===== src/rtl/pc_sequencer.sv =====
// Program counter owner: sequences fetch addresses around taken branches,
// holds a multi-cycle Flush after each redirect, and halts on a misaligned target.
module pc_sequencer #(
    parameter int unsigned    XLEN         = 32,
    parameter logic [XLEN-1:0] RESET_PC    = '0,
    parameter int unsigned    FLUSH_CYCLES = 2
) (
    input  logic            CLK,
    input  logic            RESET,
    input  logic            Stall,
    input  logic            IMemReady,
    input  logic            Branch,
    input  logic [XLEN-1:0] Target,
    output logic [XLEN-1:0] PC,
    output logic            PCValid,
    output logic            Flush,
    output logic            Trap,
    output logic [1:0]      State
);

    typedef enum logic [1:0] {
        BOOT  = 2'd0,
        RUN   = 2'd1,
        FLUSH = 2'd2,
        HALT  = 2'd3
    } state_t;

    localparam logic [3:0]      FLUSH_INIT = 4'(FLUSH_CYCLES);
    localparam logic [XLEN-1:0] PC_STEP    = XLEN'(4);

    state_t          state_reg, state_next;
    logic [XLEN-1:0] pc_reg, pc_next;
    logic            pcvalid_reg, pcvalid_next;
    logic            flush_reg, flush_next;
    logic            trap_reg, trap_next;
    logic [3:0]      cnt_reg, cnt_next;
    logic            adv;

    assign adv = IMemReady & ~Stall;

    always_ff @(posedge CLK or posedge RESET) begin
        if (RESET) begin
            state_reg   <= BOOT;
            pc_reg      <= RESET_PC;
            pcvalid_reg <= 1'b0;
            flush_reg   <= 1'b0;
            trap_reg    <= 1'b0;
            cnt_reg     <= 4'd0;
        end else begin
            state_reg   <= state_next;
            pc_reg      <= pc_next;
            pcvalid_reg <= pcvalid_next;
            flush_reg   <= flush_next;
            trap_reg    <= trap_next;
            cnt_reg     <= cnt_next;
        end
    end

    always_comb begin
        state_next   = state_reg;
        pc_next      = pc_reg;
        pcvalid_next = pcvalid_reg;
        flush_next   = flush_reg;
        trap_next    = trap_reg;
        cnt_next     = cnt_reg;
        case (state_reg)
            BOOT: begin
                state_next   = RUN;
                pcvalid_next = 1'b1;
            end
            RUN: begin
                // A taken branch outranks Stall and IMemReady; misalignment outranks all.
                if (Branch && (Target[1:0] != 2'b00)) begin
                    state_next   = HALT;
                    trap_next    = 1'b1;
                    pcvalid_next = 1'b0;
                end else if (Branch) begin
                    state_next = FLUSH;
                    pc_next    = Target;
                    flush_next = 1'b1;
                    cnt_next   = FLUSH_INIT;
                end else if (adv) begin
                    pc_next = pc_reg + PC_STEP;
                end
            end
            FLUSH: begin
                pcvalid_next = 1'b1;
                flush_next   = 1'b1;
                if (adv) begin
                    pc_next = pc_reg + PC_STEP;
                end
                // Stalled cycles stretch the flush window rather than consuming it.
                if (!Stall) begin
                    if (cnt_reg <= 4'd1) begin
                        state_next = RUN;
                        flush_next = 1'b0;
                        cnt_next   = 4'd0;
                    end else begin
                        cnt_next = cnt_reg - 4'd1;
                    end
                end
            end
            HALT: begin
                pcvalid_next = 1'b0;
                flush_next   = 1'b0;
                trap_next    = 1'b1;
            end
            default: begin
                state_next = BOOT;
            end
        endcase
    end

    assign PC      = pc_reg;
    assign PCValid = pcvalid_reg;
    assign Flush   = flush_reg;
    assign Trap    = trap_reg;
    assign State   = state_reg;

endmodule


===== config.mk =====
export PLATFORM = sky130hd
export DESIGN_NAME = pc_sequencer
export DESIGN_NICKNAME = d
export VERILOG_FILES = /design/src/rtl/pc_sequencer.sv
export SDC_FILE = /design/constraint.sdc
export NUM_CORES = 1
export LEC_CHECK = 0
export ABC_AREA = 0
export BUFFER_PORTS_ARGS = -buffer_cell sky130_fd_sc_hd__buf_4
export CORE_ASPECT_RATIO = 0.6
export CORE_MARGIN = 1
export CORE_UTILIZATION = 25
export DETAILED_ROUTE_END_ITERATION = 7
export PLACE_DENSITY = 0.46
export SLEW_MARGIN = 0
export SYNTH_ARGS = -nofsm -noshare
export SYNTH_HDL_FRONTEND = slang
export SYNTH_SLANG_ARGS = --single-unit

===== constraint.sdc =====
create_clock -name CLK -period 1.97 [get_ports CLK]
set_input_delay 0.0985 -clock CLK [delete_from_list [all_inputs] [get_ports CLK]]
set_output_delay 0.0985 -clock CLK [all_outputs]
set_load 0.01 [all_outputs]

## Word level (Yosys, flattened, before mapping)

Index checks and enable logic that the tools add are counted.

| word-level totals | value |
|---|---|
| word-level logic and storage cells | 56 |
| register bits | 41 |
| output and inout port bits | 37 |

| operators by class | value |
|---|---|
| reduce and logical (&&, ||, !) cells | 13 |
| order comparisons | 1 |
| add/sub/neg operators | 2 |
| bitwise gates (word level) | 2 |
| equal/unequal tests | 9 |
| multiplexer cells | 23 |

Operator list:

| cell | number |
|---|---|
| 32-bit two-way mux | 3 |
| 32-bit case mux with 2 select lines | 1 |
| 32-bit by 3-bit adder with 32-bit output, second input constant | 1 |
| 4-bit two-way mux | 4 |
| 2-bit != test, second input constant | 5 |
| 2-bit two-way mux | 4 |
| 4-bit case mux with 2 select lines | 1 |
| 4-bit AND reduction | 2 |
| 1-bit two-way mux | 6 |
| 1-bit case mux with 3 select lines | 2 |
| 2-bit case mux with 3 select lines | 1 |
| 2-bit nonzero test | 3 |
| 3-bit nonzero test | 2 |
| 2-bit == test, second input constant | 2 |
| 4-bit by 1-bit less-or-equal comparator with 1-bit output, second input constant | 1 |
| 2-bit AND reduction | 2 |
| 4-bit by 1-bit subtractor with 4-bit output, second input constant | 1 |
| 3-bit != test, second input constant | 1 |
| 3-bit AND reduction | 1 |
| 2-bit by 1-bit == test with 1-bit output, second input constant | 1 |
| 2-bit zero test | 1 |
| 1-bit case mux with 2 select lines | 1 |
| 2-bit OR reduction | 1 |
| 1-bit bitwise AND | 1 |
| 2 further kinds | 2 |

## Logic depth before layout (Yosys ltp)

Gate-level depths: netlist of the first run.

| depth | value |
|---|---|
| depth after elaboration | 6 |
| depth in mapped cells | 7 |
| mapped depth without buffers | 6 |

## Worst setup path after synthesis of the first run

OpenSTA, ideal clock, no wires.

| timing path | value |
|---|---|
| path kind | reg-to-reg |
| start | register pc_reg[2] (netlist: PC[2]) |
| end | register pc_reg[26] (netlist: PC[26]) |
| setup slack | -93 ps |
| buffers on the path | 0 |
| arrival | 1932 ps |
| cell stages (with the launch flop) | 7 |
| cells stage by stage | dfrtp_1 -> ha_1 -> nand4b_2 -> nor4_4 -> nand3_2 -> and3_1 -> or3_1 |

| on the way | value |
|---|---|
| cells in the longest elaborated chain, start to end | 5 |

Ends and longest elaborated chain:

| element | RTL line | text |
|---|---|---|
| start: declaration | 32 | `logic [XLEN-1:0] pc_reg, pc_next;` |
| start signal: assignment | 51 | `pc_reg <= pc_next;` |
| 32-bit by 3-bit adder with 32-bit output * | 83, 90 |  |
| 32-bit two-way mux * | 82, 89 |  |
| 32-bit two-way mux | 77 | `end else if (Branch) begin` |
| 32-bit two-way mux | 73 | `if (Branch && (Target[1:0] != 2'b00)) begin` |
| 32-bit case mux with 2 select lines * | 66 | `case (state_reg)` |

Every way passes the cells marked *; elsewhere a longest branch is shown, timed or not. The select of a mux whose other input is x is not followed.
A chain may end at the register's enable or synchronous reset.

## Final worst setup path of the first run

| timing path | value |
|---|---|
| start | register pc_reg[12] (netlist: PC[12]) |
| end | register pc_reg[25] (netlist: PC[25]) |

The elaborated chain is that of the path after synthesis.

==> impl_metrics.toml, run 1 <==
[cells_and_area]
final_common_cell = "buf_4"
utilization_pct = 37.9
finalNetCount = 436
layout.cells.non_filler = 531
layout_common_cells = "118 x buf_4, 41 x dfrtp_1, 36 x a21oi_1"
seq_area_sq_um = 1030
antenna_cells = 0
layout-drive-gt1-share_pct = 37.9
multiInputGateArea_sq_um = 1400
largest_register_ffs = 32
fill_cells = 1015
syn2layout_area_growth_pct = 46.7

[clock_tree]
root_buffer = "clkbuf_16"
cts_made_buffers = 5
clk_pin_slew_ns = 0.06
ctsHtreeMaxLevel = 2
ctsLongestPathBuffers = 2
insertion_delay_ns = 0.28
cts_tree = "done"
clock_sinks = 41

[routing]
drc = 0
wl_per_cell_microns = 16.1
drtIter0Drc = 242
viasPerCell = 5.07
via_count = 2691
ant_nets = 0
routed_wl_microns = 8570
firstDrtPassIters = 4

[floorplan]
start_util_pct = 25.8
die-height_microns = 80.2
io_pins = 74
die_area_sq_um = 10600
dieWidth_microns = 132
core_area_sq_um = 9880
rows = 28

[logic_synthesis]
synth-main-ff-cell = "dfrtp_1"
synth_top_cells_by_area = "dfrtp_1 40%, a21oi_1 7.3%, nor2_1 4.7%"
synthCells = 281
synth_nets = 321
yosysWarnings = 0
synth_top_area_share_pct = 40.2
async_reset_ff_share_pct = 100
yosysTopAreaCell = "dfrtp_1"
seq_area_frac_synth_pct = 40.2
synth_seq_cells = 41
synth-edff-count = 0
syn_area_sq_um = 2550
synthDistinctLibCells = 59
avgSynthCellArea_sq_um = 9.07

[sta]
relSlewSlack_pct = 62.6
finalClockSkew_ns = 0.00347
final_max_slew_viol_count = 0
hold_viol = 0
timing.final.ws_setup_ns = 0.107
rsz0062_at_grt = "yes"
period_share_pct = 94.6
fmax_ghz = 0.537
setup_viol = 0
worstMarginPinSlew_ns = 0.561
period_needed_ns = 1.86

[critical_path]
endpoint_kind = "flop"
crit_fanout = 6
crit_required_ns = 2.17
critPathKind = "flop to flop"
cp.arrival_ns = 2.06
startpoint_type = "flop"

[power_and_ir_drop]
power.leakage_nw = 1.63
peakVddDrop_v = 0.000446
finalPower_w = 0.00530
p_per_area_nw_per_um2 = 1420

[grt]
antenna_found_initial = 0
overflow = 0
grt_pass1_wl_microns = 13700
grt_pass1_vias = 2549
grt_max_degree = 42
grt_usage_pct = 16.7

[job]
max_cap_viol_count = 0

[place]
io_buffer_count = 73
dp_hpwl_microns = 6560
place.gp.congestion = 0.780
place_inst = 522
pre_cts_slack_ns = 0.0779

[worst_hold_path]
holdCritPathClass = "input port to flop"

[outcome]
run_status = "finished, final reports clean"
-- power by group --
group,leakage [nW],internal (W),switching [W]
Combinational,1.09,0.00136,0.00147
Sequential,0.464,0.00119,0.000352
Clock,0.0797,0.000588,0.000330
-- worst max-delay path, cell delays in order, from the launching register on --
cell and delay, ns:
dfrtp_1 0.42, nand4_4 0.11, or4_4 0.58, nor4_4 0.33
o21ai_2 0.08, a221oi_2 0.26
-- cells by family (layout without fill, tap and decap cells) --
logic type | after synthesis | count (layout) | synth area share, %
AOI/OAI and AO/OA | 108 | 108 | 27.7
and+or+nand+nor | 105 | 105 | 24.1
DFF | 41 | 41 | 40.2
buffers and inverters | 23 | 138 | 6.04
adders and majority gates | 3 | 3 | 1.47
muxes | 1 | 1 | 0.442
-- cell usage after synthesis (3+ instances only) --
cell,number
a21o_1,3
a21oi_1,37
a31oi_1,3
a41o_1,3
and2_1,4
and3_1,4
clkbuf_1,8
clkbuf_8,3
dfrtp_1,41
ha_1,3
inv_1,9
nand2_1,16
nand2b_1,4
nand3_1,8
nand4_1,5
nor2_1,32
nor3_1,6
o21ai_0,20
o22a_1,5
o22ai_1,7
o2bb2ai_1,3
or3_1,8
-- final timing paths --
check	start	slack, ns	endpoint	cells after the start
setup reg to reg	PC[12]$_DFFE_PP0P_	0.11	PC[25]$_DFFE_PP0P_	5
setup / recovery	PC[12]$_DFFE_PP0P_	0.11	PC[25]$_DFFE_PP0P_	5
hold / removal	Target[15]	0.11	PC[15]$_DFFE_PP0P_	2
max in group asynchronous	RESET	1.07	PC[5]$_DFFE_PP0P_	4
min in group asynchronous	RESET	0.51	PC[0]$_DFFE_PP0P_	4
hold reg to reg	Trap$_DFFE_PP0P_	0.46	Trap$_DFFE_PP0P_	1
-- per-stage QoR --
step	area [sq um]	TNS [ns]	hold WS (ns)
floorplan	2550	0	0.247
global placement	3550	0	0.290
detailed placement	3550	0	0.290
CTS	3720	0	0.105
global route	3740	-0.00203	0.0977
finish	3740	0	0.114
-- cell type report --
| class | count | area share [%] |
|---|---|---|
| repair buffers | 122 | 25.6 |
| flip-flops and latches | 41 | 27.4 |
| multi-input cells | 217 | 37.3 |
| clock inverters | 2 | 0.937 |
| well taps | 135 | 4.52 |
| clock buffers | 5 | 3.35 |
| inverters | 9 | 0.903 |
-- repair_timing --
action                     4_1_cts  5_1_grt
gates resized for setup          0        3
hold endpoints to repair        28        0
setup endpoints to repair        0        6
hold buffers                     1        0
setup buffers                    0        1
-- routing by layer --
| layer | vias up | global-route usage, % | wire [microns] | part of all wire, % |
|---|---|---|---|---|
| met4 | 0 | 2.76 | 36 | 0.42 |
| met3 | 5 | 4.17 | 528 | 6.2 |
| met2 | 99 | 22.5 | 3320 | 39 |
| met1 | 1293 | 26.0 | 4680 | 55 |
| li1 | 1294 | - | - | - |
| met5 | - | 0 | 0 | 0 |
Note: power is estimated with default switching activity, not from simulation.
==> run 2: changes to the inputs <==
Settings changed: ABC_AREA 0 to 1, PLACE_DENSITY 0.46 to 0.45.
==> impl_metrics.toml, run 2 <==
[floorplan]
dieWidth_microns = 143
start_util_pct = 26.1
core_area_sq_um = 11500
rows = 30
die-height_microns = 86.8
die_area_sq_um = 12400
io_pins = 74

[logic_synthesis]
synth-main-ff-cell = "dfrtp_1"
synth_top_cells_by_area = "dfrtp_1 34%, nand2_1 20%, nor2_1 10%"
yosysTopAreaCell = "dfrtp_1"
synth-edff-count = 0
ys_top_cells_by_count = "158 x nand2_1, 80 x nor2_1, 45 x inv_1, 41 x dfrtp_1, 33 x nand3_1"
syn_area_sq_um = 3000
async_reset_ff_share_pct = 100
synthCells = 468
avgSynthCellArea_sq_um = 6.40
synth_seq_cells = 41
synth_most_common_cell = "nand2_1"
synthDistinctLibCells = 30
synth_nets = 508
synth_top_area_share_pct = 34.2
seq_area_frac_synth_pct = 34.2
yosysWarnings = 0

[critical_path]
slowest_delay_ns = 0.41
endpoint_kind = "flop"
cp.arrival_ns = 1.83
critPathKind = "flop to flop"
crit_chain = "ha_1 > nand2_2 > nor2_4 > nand2_4 > nor2_4 > nand2_1 > nand2_1 > nand3_1 > nand2_1 > nand2_1"
critPathSlowestCell = "dfrtp_1"
startpoint_type = "flop"
crit_fanout = 11
crit_required_ns = 2.15
crit_top_cell = "nand2_1"

[cells_and_area]
layout_common_cells = "158 x nand2_1, 81 x buf_4, 80 x nor2_1"
largest_register_ffs = 32
stdcell_area_sq_um = 3860
fill_cells = 1308
syn2layout_area_growth_pct = 29.0
antenna_cells = 0
final_common_cell = "nand2_1"
layout-drive-gt1-share_pct = 21.0
utilization_pct = 33.6
finalNetCount = 583

[clock_tree]
cts_setup_buffers = 0
clock_sinks = 41
ctsHtreeMaxLevel = 2
cts.repair.resized = 0
clk_pin_slew_ns = 0.07
ctsLongestPathBuffers = 2
cts_made_buffers = 5
ctsHoldBuffers = 1
root_buffer = "clkbuf_16"
cts_tree = "done"
insertion_delay_ns = 0.29

[routing]
routed_wl_microns = 9590
dr_wl_met2_microns = 3530
ant_nets = 0
drtIter0Drc = 168
via_count = 3085
viasPerCell = 4.38
drc = 0
topRoutingLayerUsed = "met4"
wl_per_cell_microns = 13.6
wl_met1_microns = 5450
wl_met3_microns = 561
firstDrtPassIters = 4

[place]
io_buffer_count = 73
dp_hpwl_microns = 7390
placed_cell_area_sq_um = 3680
place.gp.congestion = 0.828

[power_and_ir_drop]
p_int_w = 0.00287
seqPwrFrac_pct = 33.9
power.leakage_nw = 1.91
pwr-share-comb_pct = 47.1
pwr-share-clk_pct = 18.9
p_per_area_nw_per_um2 = 1340
power_switching_w = 0.00230
peakVddDrop_v = 0.000445
switching_share_pct = 44.5

[sta]
fin_setup_tns_ns = 0
worstMarginPinSlew_ns = 0.598
fmax_ghz = 0.606
period_needed_ns = 1.65
finalClockSkew_ns = 0.00911
relSlewSlack_pct = 60.1
hold_viol = 0
hold_ws_ns = 0.0893
final_max_slew_viol_count = 0
rsz0062_at_grt = "no"
setup_viol = 0
period_share_pct = 83.8

[grt]
grt_pass1_vias = 2890
antenna_found_initial = 0
overflow = 0
grt_max_degree = 42
grt_pass1_wl_microns = 15700
grt_usage_pct = 16.6

[outcome]
run_status = "finished, final reports clean"

[job]
max_cap_viol_count = 0

[worst_hold_path]
holdCritPathClass = "input port to flop"
-- run 2: cell families after synthesis --
group / after synthesis / share of synthesized area [%]
flops: 41 / 34.2
xor+xnor: 3 / 0.877
compound gates: 50 / 8.94
buf+inv: 64 / 10.3
simple gates: 307 / 44.4
fa+ha+maj: 3 / 1.25
-- run 2: worst paths after layout --
kind / from / endpoint / slack (ns) / depth (start not counted)
min in group asynchronous: RESET / PC[0]$_DFFE_PP0P_ / 0.53 / 4
min: Target[0] / Trap$_DFFE_PP0P_ / 0.09 / 3
max reg2reg: PC[3]$_DFFE_PP0P_ / PC[14]$_DFFE_PP0P_ / 0.32 / 10
max in group asynchronous: RESET / PC[15]$_DFFE_PP0P_ / 1.03 / 4
max: PC[3]$_DFFE_PP0P_ / PC[14]$_DFFE_PP0P_ / 0.32 / 10
min reg2reg: Trap$_DFFE_PP0P_ / Trap$_DFFE_PP0P_ / 0.48 / 1
-- run 2: layout make-up --
cell class,count,area [sq um],share of cell area [%]
clock buffer,5,125,3.24
clock inverter,3,46.3,1.20
sequential,41,1030,26.5
inverter,50,188,4.86
timing repair buffer,82,618,16.0
tap,160,200,5.18
multi-input combinational,363,1660,43.0
-- run 2: routing by layer --
metal / vias up / global-route usage, %
met5: - / 0
met4: 0 / 2.32
met3: 5 / 3.37
met2: 81 / 21.7
met1: 1382 / 27.0
li1: 1617 / -
-- run 2: metrics by stage --
stage / std cells / worst slack (ns) / total power [W]
2_1_floorplan: 468 / 0.461 / 0.00317
3_3_place_gp: 695 / 0.381 / 0.00420
3_5_place_dp: 695 / 0.318 / 0.00422
4_1_cts: 704 / 0.298 / 0.00523
5_1_grt: 704 / 0.0967 / 0.00566
6_report: 704 / 0.319 / 0.00517
-- run 2: power by group through the flow --
| stage | logic, W | clock network (W) | registers [W] |
|---|---|---|---|
| floorplan | 0.00140 | 0 | 0.00177 |
| global route | 0.00278 | 0.00104 | 0.00184 |
| detailed placement | 0.00245 | 0 | 0.00177 |
| finish | 0.00244 | 0.000978 | 0.00175 |
| global placement | 0.00244 | 0 | 0.00176 |
| CTS | 0.00246 | 0.00101 | 0.00176 |
-- run 2: critical path, delay by kind of cell, from the launching register on --
kind	cells	cell delay [ns]
and+or+nand+nor	9	0.93
DFF	1	0.41
adders and majority gates	1	0.20
